## config.mk

```make
export PLATFORM = sky130hd
export DESIGN_NAME = mac_seq_ctrl
export DESIGN_NICKNAME = d
export VERILOG_FILES = /design/src/rtl/mac_pkg.sv /design/src/rtl/mac_step.sv /design/src/rtl/mac_seq_ctrl.sv
export SDC_FILE = /design/constraint.sdc
export NUM_CORES = 1
export LEC_CHECK = 0
export ABC_CLOCK_PERIOD_IN_PS = 16610
export CORE_UTILIZATION = 60
export CTS_CLUSTER_DIAMETER = 150
export CTS_CLUSTER_SIZE = 30
export DETAILED_ROUTE_END_ITERATION = 12
export PLACE_DENSITY = 0.95
export REMOVE_ABC_BUFFERS = 1
export SLEW_MARGIN = 25
export SYNTH_ARGS = -nofsm -noshare
export SYNTH_HDL_FRONTEND = slang
export SYNTH_SLANG_ARGS = --single-unit
export TNS_END_PERCENT = 5
```

## constraint.sdc

```tcl
create_clock -name clk -period 16.61 [get_ports clk]
set_clock_uncertainty 0.05 [all_clocks]
set_input_delay 3.322 -clock clk [delete_from_list [all_inputs] [get_ports clk]]
set_output_delay 3.322 -clock clk [all_outputs]
set_load 0.02 [all_outputs]
```

## src/rtl/mac_pkg.sv

```systemverilog
// Shared types and default widths for the MAC sequencer and its arithmetic step.
package mac_pkg;

  localparam int DATA_WIDTH = 4;
  localparam int SUM_WIDTH  = 16;
  localparam int LEN_WIDTH  = 8;

  typedef enum logic [1:0] {
    IDLE = 2'd0,
    ACC  = 2'd1,
    DONE = 2'd2
  } state_t;

endpackage

```

## src/rtl/mac_step.sv

```systemverilog
// One multiply-accumulate step: unsigned activation times signed weight, added
// modulo 2^SUM_WIDTH, with a signed-overflow indication for that addition.
module mac_step #(
  parameter int DATA_WIDTH = 4,
  parameter int SUM_WIDTH  = 16
) (
  input  logic [SUM_WIDTH-1:0]  acc_in,
  input  logic [DATA_WIDTH-1:0] data_in,
  input  logic [DATA_WIDTH-1:0] weight_in,
  output logic [SUM_WIDTH-1:0]  acc_out,
  output logic                  ovf_step
);

  localparam int PW = 2 * DATA_WIDTH + 2;

  logic signed [DATA_WIDTH:0] d_ext;
  logic signed [DATA_WIDTH:0] w_ext;
  logic signed [PW-1:0]       prod;
  logic signed [SUM_WIDTH-1:0] prod_ext;

  // One extra bit on each operand lets a single signed multiply cover
  // the unsigned-by-signed case without a special path.
  assign d_ext    = {1'b0, data_in};
  assign w_ext    = {weight_in[DATA_WIDTH-1], weight_in};
  assign prod     = PW'(d_ext) * PW'(w_ext);
  assign prod_ext = SUM_WIDTH'(prod);
  assign acc_out  = acc_in + prod_ext;

  assign ovf_step = (acc_in[SUM_WIDTH-1] == prod_ext[SUM_WIDTH-1]) &&
                    (acc_out[SUM_WIDTH-1] != acc_in[SUM_WIDTH-1]);

endmodule

```

## src/rtl/mac_seq_ctrl.sv

```systemverilog
// Per-lane dot-product sequencer: takes a length command, accumulates that many
// data/weight pairs, and hands the result to the partial-sum collector.
module mac_seq_ctrl #(
  parameter int DATA_WIDTH = mac_pkg::DATA_WIDTH,
  parameter int SUM_WIDTH  = mac_pkg::SUM_WIDTH,
  parameter int LEN_WIDTH  = mac_pkg::LEN_WIDTH
) (
  input  logic                  clk,
  input  logic                  reset_n,
  input  logic                  start,
  input  logic [LEN_WIDTH-1:0]  len,
  input  logic                  in_valid,
  output logic                  in_ready,
  input  logic [DATA_WIDTH-1:0] data_in,
  input  logic [DATA_WIDTH-1:0] weight_in,
  output logic                  out_valid,
  input  logic                  out_ready,
  output logic [SUM_WIDTH-1:0]  acc_out,
  output logic                  ovf,
  output logic                  busy
);

  import mac_pkg::*;

  state_t               state;
  logic [SUM_WIDTH-1:0] acc;
  logic [LEN_WIDTH-1:0] cnt;
  logic [LEN_WIDTH-1:0] len_q;
  logic                 ovf_q;
  logic [SUM_WIDTH-1:0] acc_next;
  logic                 ovf_step;

  mac_step #(
    .DATA_WIDTH(DATA_WIDTH),
    .SUM_WIDTH (SUM_WIDTH)
  ) u_step (
    .acc_in   (acc),
    .data_in  (data_in),
    .weight_in(weight_in),
    .acc_out  (acc_next),
    .ovf_step (ovf_step)
  );

  // NOTE: sequential state uses non-blocking assignments so every register
  // samples the pre-edge values, independent of statement order.
  always_ff @(posedge clk) begin
    if (!reset_n) begin
      state <= IDLE;
      acc   <= '0;
      cnt   <= '0;
      len_q <= '0;
      ovf_q <= 1'b0;
    end else begin
      case (state)
        IDLE: begin
          if (start) begin
            acc   <= '0;
            cnt   <= '0;
            ovf_q <= 1'b0;
            if (len != '0) begin
              len_q <= len;
              state <= ACC;
            end else begin
              state <= DONE;
            end
          end
        end
        ACC: begin
          // in_ready is high for the whole of ACC, so in_valid alone marks a beat.
          if (in_valid) begin
            acc   <= acc_next;
            ovf_q <= ovf_q | ovf_step;
            cnt   <= cnt + LEN_WIDTH'(1);
            if (cnt == len_q - LEN_WIDTH'(1)) state <= DONE;
          end
        end
        DONE: begin
          if (out_ready) state <= IDLE;
        end
        default: state <= IDLE;
      endcase
    end
  end

  assign in_ready  = (state == ACC);
  assign out_valid = (state == DONE);
  assign busy      = (state == ACC) || (state == DONE);
  assign acc_out   = acc;
  assign ovf       = ovf_q;

endmodule

```

Word level (Yosys, flattened, before mapping) --
Cells that the tools add are included.
Word-level totals: register bits 35, input port bits 21, output and inout bits 20, word-level logic and storage cells 42
Cells by class: reduce and logical (&&, ||, !) cells 8, add/sub/neg operators 3, bitwise operators 1, multiplexer cells 15, multipliers 1, equal/unequal tests 9
Operators by type and width (number):
- $mux W16 | 2
- $pmux W16 S2 | 1
- $add A16 B16 Y16 | 1
- $mux W8 | 2
- $pmux W8 S2 | 1
- $mux W2 | 5
- $mul A5 B4 Y9 | 1
- $add A8 B1 Y8 const B | 1
- $eq A8 B8 Y1 | 1
- $reduce_bool A8 Y1 | 1
- $sub A8 B1 Y8 const B | 1
- $pmux W2 S3 | 1
- $reduce_and A3 Y1 | 2
- $ne A2 B1 Y1 const B | 2
- $ne A2 B2 Y1 const B | 2
- $reduce_and A4 Y1 | 1
- $eq A2 B1 Y1 const B | 1
- $eq A2 B2 Y1 const B | 1
- $logic_not A2 Y1 | 1
- $mux W1 | 2
- $pmux W1 S2 | 1
- $reduce_bool A2 Y1 | 1
- $eq A1 B1 Y1 | 1
- $logic_and A1 B1 Y1 | 1
- 3 further kinds | 3

Logic depth before layout (Yosys ltp) --
word-level depth 7, depth in mapped cells 21, gate-level depth less buffers 21

Modules after synthesis --
A second synthesis with hierarchy kept.
Unflattened totals: cell total of the unflattened synthesis 361, area total of the unflattened synthesis 3116.7 um^2
Modules (own cells, without submodules):
- mac_seq_ctrl | times used 1, cells an instance 185, area an instance 1746.7 um^2, sequential area each 700.7 um^2
- mac_step | times used 1, cells an instance 176, area an instance 1370.1 um^2, sequential area each 0.0 um^2

Worst setup path after synthesis --
OpenSTA, ideal clock, no wires.
path kind input-to-reg, start point input port data_in[0], end point register ovf_q (netlist: ovf), buffers on the path 0, setup time 134 ps, required time 16426 ps, data arrival time 7823 ps, slack 8603 ps, stages on the path 18, cell sequence nand2b_1 -> fa_1 -> fa_1 -> fa_1 -> inv_1 -> ha_1 -> a21oi_1 -> o211ai_1 -> a21oi_1 -> xnor2_1 -> ha_1 -> a21oi_1 -> o21ai_0 -> a31o_2 -> a21o_1 -> a211oi_2 -> mux2i_1 -> o22ai_1
On the way: longest elaborated chain between the ends 7, elaborated cells between the ends (all ways) 8, classes of those cells 1 x add/sub; 1 x mul; 2 x eq/ne; 2 x mux; 1 x bitwise; 1 x reduce/logical
RTL lines:
- start, declared | line mac_seq_ctrl.sv:14 | input logic [DATA_WIDTH-1:0] data_in,
- $mul A5 B4 Y9 (*) | line mac_step.sv:25 | assign prod = PW'(d_ext) * PW'(w_ext);
- $add A16 B16 Y16 | line mac_step.sv:27 | assign acc_out = acc_in + prod_ext;
- $ne A1 B1 Y1 | line mac_step.sv:30 | (acc_out[SUM_WIDTH-1] != acc_in[SUM_WIDTH-1]);
- $logic_and A1 B1 Y1 (*) | line mac_step.sv:29 | assign ovf_step = (acc_in[SUM_WIDTH-1] == prod_ext[SUM_WIDTH-1]) &&
- $or A1 B1 Y1 (*) | line mac_seq_ctrl.sv:72 | ovf_q <= ovf_q | ovf_step;
- $mux W1 (*) | line mac_seq_ctrl.sv:70 | if (in_valid) begin
- $pmux W1 S2 (*) | line mac_seq_ctrl.sv:54 | case (state)
- end signal, assigned | line mac_seq_ctrl.sv:72
- end, declared | line mac_seq_ctrl.sv:29 | logic ovf_q;
Mark *: on every way between the ends. The rest lies on a longest branch, timed or not. The select of a mux whose other input is x is not followed. A chain may end at the register's enable or synchronous reset.

Worst setup path in the final report --
start point input port weight_in[3], end point register ovf_q (netlist: ovf)
On the way: longest elaborated chain between the ends 7, elaborated cells between the ends (all ways) 8, classes of those cells 1 x add/sub; 1 x mul; 2 x eq/ne; 2 x mux; 1 x bitwise; 1 x reduce/logical
RTL lines:
- start, declared | line mac_seq_ctrl.sv:15 | input logic [DATA_WIDTH-1:0] weight_in,
- $mul A5 B4 Y9 (*) | line mac_step.sv:25
- $add A16 B16 Y16 | line mac_step.sv:27
- $ne A1 B1 Y1 | line mac_step.sv:30
- $logic_and A1 B1 Y1 (*) | line mac_step.sv:29
- $or A1 B1 Y1 (*) | line mac_seq_ctrl.sv:72
- $mux W1 (*) | line mac_seq_ctrl.sv:70
- $pmux W1 S2 (*) | line mac_seq_ctrl.sv:54
Marks and branches as above.

==> flow_summary.ini <==
[run_status]
status = finished clean

[detailed_routing]
dr.pass1.iters = 5
drt_wl_total_mm = 6.72
avgViaCountPerCell = 5.88
drc = 0
vias = 2730
wl_per_cell_um = 14.5
first_iter_violations = 173
ant_nets = 0

[clocking]
numCtsBuffers = 5
clockBufferDepth = 2
cts.sinks = 35
postCtsHoldBufs = 0
root_buffer = clkbuf_8
insertion_delay_ps = 290
path_clk_slew_ps = 70
h-tree-depth = 2
cts_tree = yes
cts_resized = 0
postCtsSetupBuffers = 0

[logic_synthesis]
ys_ff_latch = 35
synth_top_area_share_pct = 23.9
synth_edf_count = 0
ys_top_cells_by_area = dfxtp_1 24%, ha_1 16%, xnor2_1 5.1%
synthCells = 358
syn_area_um2 = 2930
synth_most_common_cell = nor2_1
async_flop_share_pct = 0
synth_seq_area_share_pct = 23.9
avgSynthCellArea_um2 = 8.19
synth_area_leader_cell = dfxtp_1
ys.flop_type = dfxtp_1
synth_cell_type_count = 47
yosys_warnings = 0
synth_commonest_cells = 38 x nor2_1, 37 x ha_1, 35 x dfxtp_1, 30 x nand2_1, 29 x inv_1

[setup_path]
slowest_delay_ps = 750
cp_top_family = adder cells
crit_path_cell_trace = clkdlybuf4s50_1, nand2b_1, fa_1, fa_1, fa_1, inv_1, ha_1, a21oi_1, o211ai_1, a21oi_1, xnor2_1, ha_1, a21oi_1, o21ai_0, a31o_2, a21o_1, a211oi_2, mux2i_1, o22ai_1
arrival_ps = 8970
cp-end-kind = flip-flop
path_buf_inv = 2
crit_type = in2reg
crit_fanout = 13
cpMaxStageDelayCell = xnor2_1
startpoint_type = input pin
worstPathRequired_ps = 16720

[die]
initial_utilization_pct = 62.1
io_pins = 41
core_um2 = 4720
die-area_um2 = 5170
rows = 25
die_y_um = 71.9
die_x_um = 71.9

[sta]
tightest_slew_ps = 956
relSlewSlack_pct = 35.8
setup-tns-final_ps = 0
setup_viol = 0
period_needed_ps = 8870
fmax_ghz = 0.113
grt_setup_unrepaired = no
post-route-period-util_pct = 53.4
drv_slew = 0
hold_viol = 0

[global_routing]
grtUsageTotal_pct = 28.2
grt_pass1_wl_mm = 11.6
first_global_vias = 2600
grt_max_degree = 21
overflow = 0
antenna_found_initial = 0

[place]
place_hpwl_mm = 5.18
gp_congestion = 0.922
port_buffers = 40

[flow_run]
maxCapViolations = 0

[layout]
diodes = 0
syn2layout_area_growth_pct = 18.7
register_area_um2 = 701
multi_input_area_um2 = 2080
drive_gt1_share_pct = 3.53
layout.nets = 460
fillers = 352

[power]
p_leak_uw = 0.00153
power_density_nw_per_um2 = 120
switching_share_pct = 42.6
power_switching_uw = 178
p_clk_share_pct = 16.6
power_uw = 418
seq_power_share_pct = 27.2
p_comb_share_pct = 56.3
p_int_uw = 240
ir_worst_vdd_mv = 0.0939

[hold_path]
hold_class = reg2reg
## final timing paths
check,end,slack (ps),cells past startpoint,startpoint
worst max-delay path,ovf,7740,19,weight_in[3]
worst max register to register,acc_out[14],13860,10,acc_out[0]
worst min register to register,ovf,430,2,ovf
worst min-delay path,ovf,430,2,ovf
## state kept, by name (all words and copies together) (netlist names)
name,cells
acc_out,16
cnt,8
len_q,8
ovf,1
state,2
## per-stage QoR
| step | std cells | hold WS, ps | setup slack (ps) | utilization, % | area [um2] |
|---|---|---|---|---|---|
| after detailed placement | 456 | 421 | 7580 | 71.5 | 3380 |
| after CTS | 464 | 431 | 7800 | 73.6 | 3480 |
| after floorplan | 348 | 402 | 8600 | - | 2890 |
| final | 464 | 434 | 7740 | 73.6 | 3480 |
| after global placement | 455 | 417 | 7750 | 71.4 | 3370 |
| after global routing | 464 | 449 | 7360 | 73.6 | 3480 |
## worst min-delay path: stages (launching register included)
cell     delay [ps]
dfxtp_1         310
inv_1            50
o22ai_1          70
## layout by cell type, fill, tap and decap left out, drive strengths merged, types with 3 or more instances in the layout
cell type,count
nor3b,5
mux2i,13
xnor2,17
clkdlybuf4s50,40
fa,6
a21o,7
and3,5
o211ai,5
a22oi,8
nand4,5
or4,4
nor2b,5
nand2b,3
a31oi,3
nand3,6
ha,37
dfxtp,35
and2,8
xor2,12
nor4,3
or3,3
o21ai,17
nor2,38
a21oi,13
nand2,30
inv,29
clkbuf,8
nor3,7
## layer usage
layer  routed length [um]  share of wire, %  GRT usage (%)  vias up
met3                  285               4.2           4.72       16
met1                 3000                45           36.2     1292
met2                 3310                49           48.4       89
li1                     -                 -              -     1333
met5                    0                 0              0        -
met4                  127               1.9           9.15        0
## power groups by stage
stage / sequential (uW) / clock (uW) / combinational (uW)
CTS: 113 / 70.2 / 233
global route: 116 / 74.5 / 259
floorplan: 121 / 0 / 156
detailed placement: 115 / 0 / 230
finish: 114 / 69.2 / 235
global placement: 114 / 0 / 219
## logic make-up (layout without fill, tap and decap cells)
family | after synthesis | count (layout) | synth area share [%]
compound gates | 72 | 72 | 16.4
buf+inv | 39 | 78 | 5.25
mux | 13 | 13 | 4.44
xor+xnor | 29 | 29 | 8.66
flops | 35 | 35 | 23.9
fa+ha+maj | 43 | 43 | 19.9
simple gates | 127 | 127 | 21.4
## layout make-up
class,count,area share (%)
multi-input combinational,284,59.7
sequential,35,20.1
timing repair buffer,41,11.7
inverter,29,3.13
clock buffer,8,2.88
tap,67,2.41
Power figures use the tool's default switching activity.
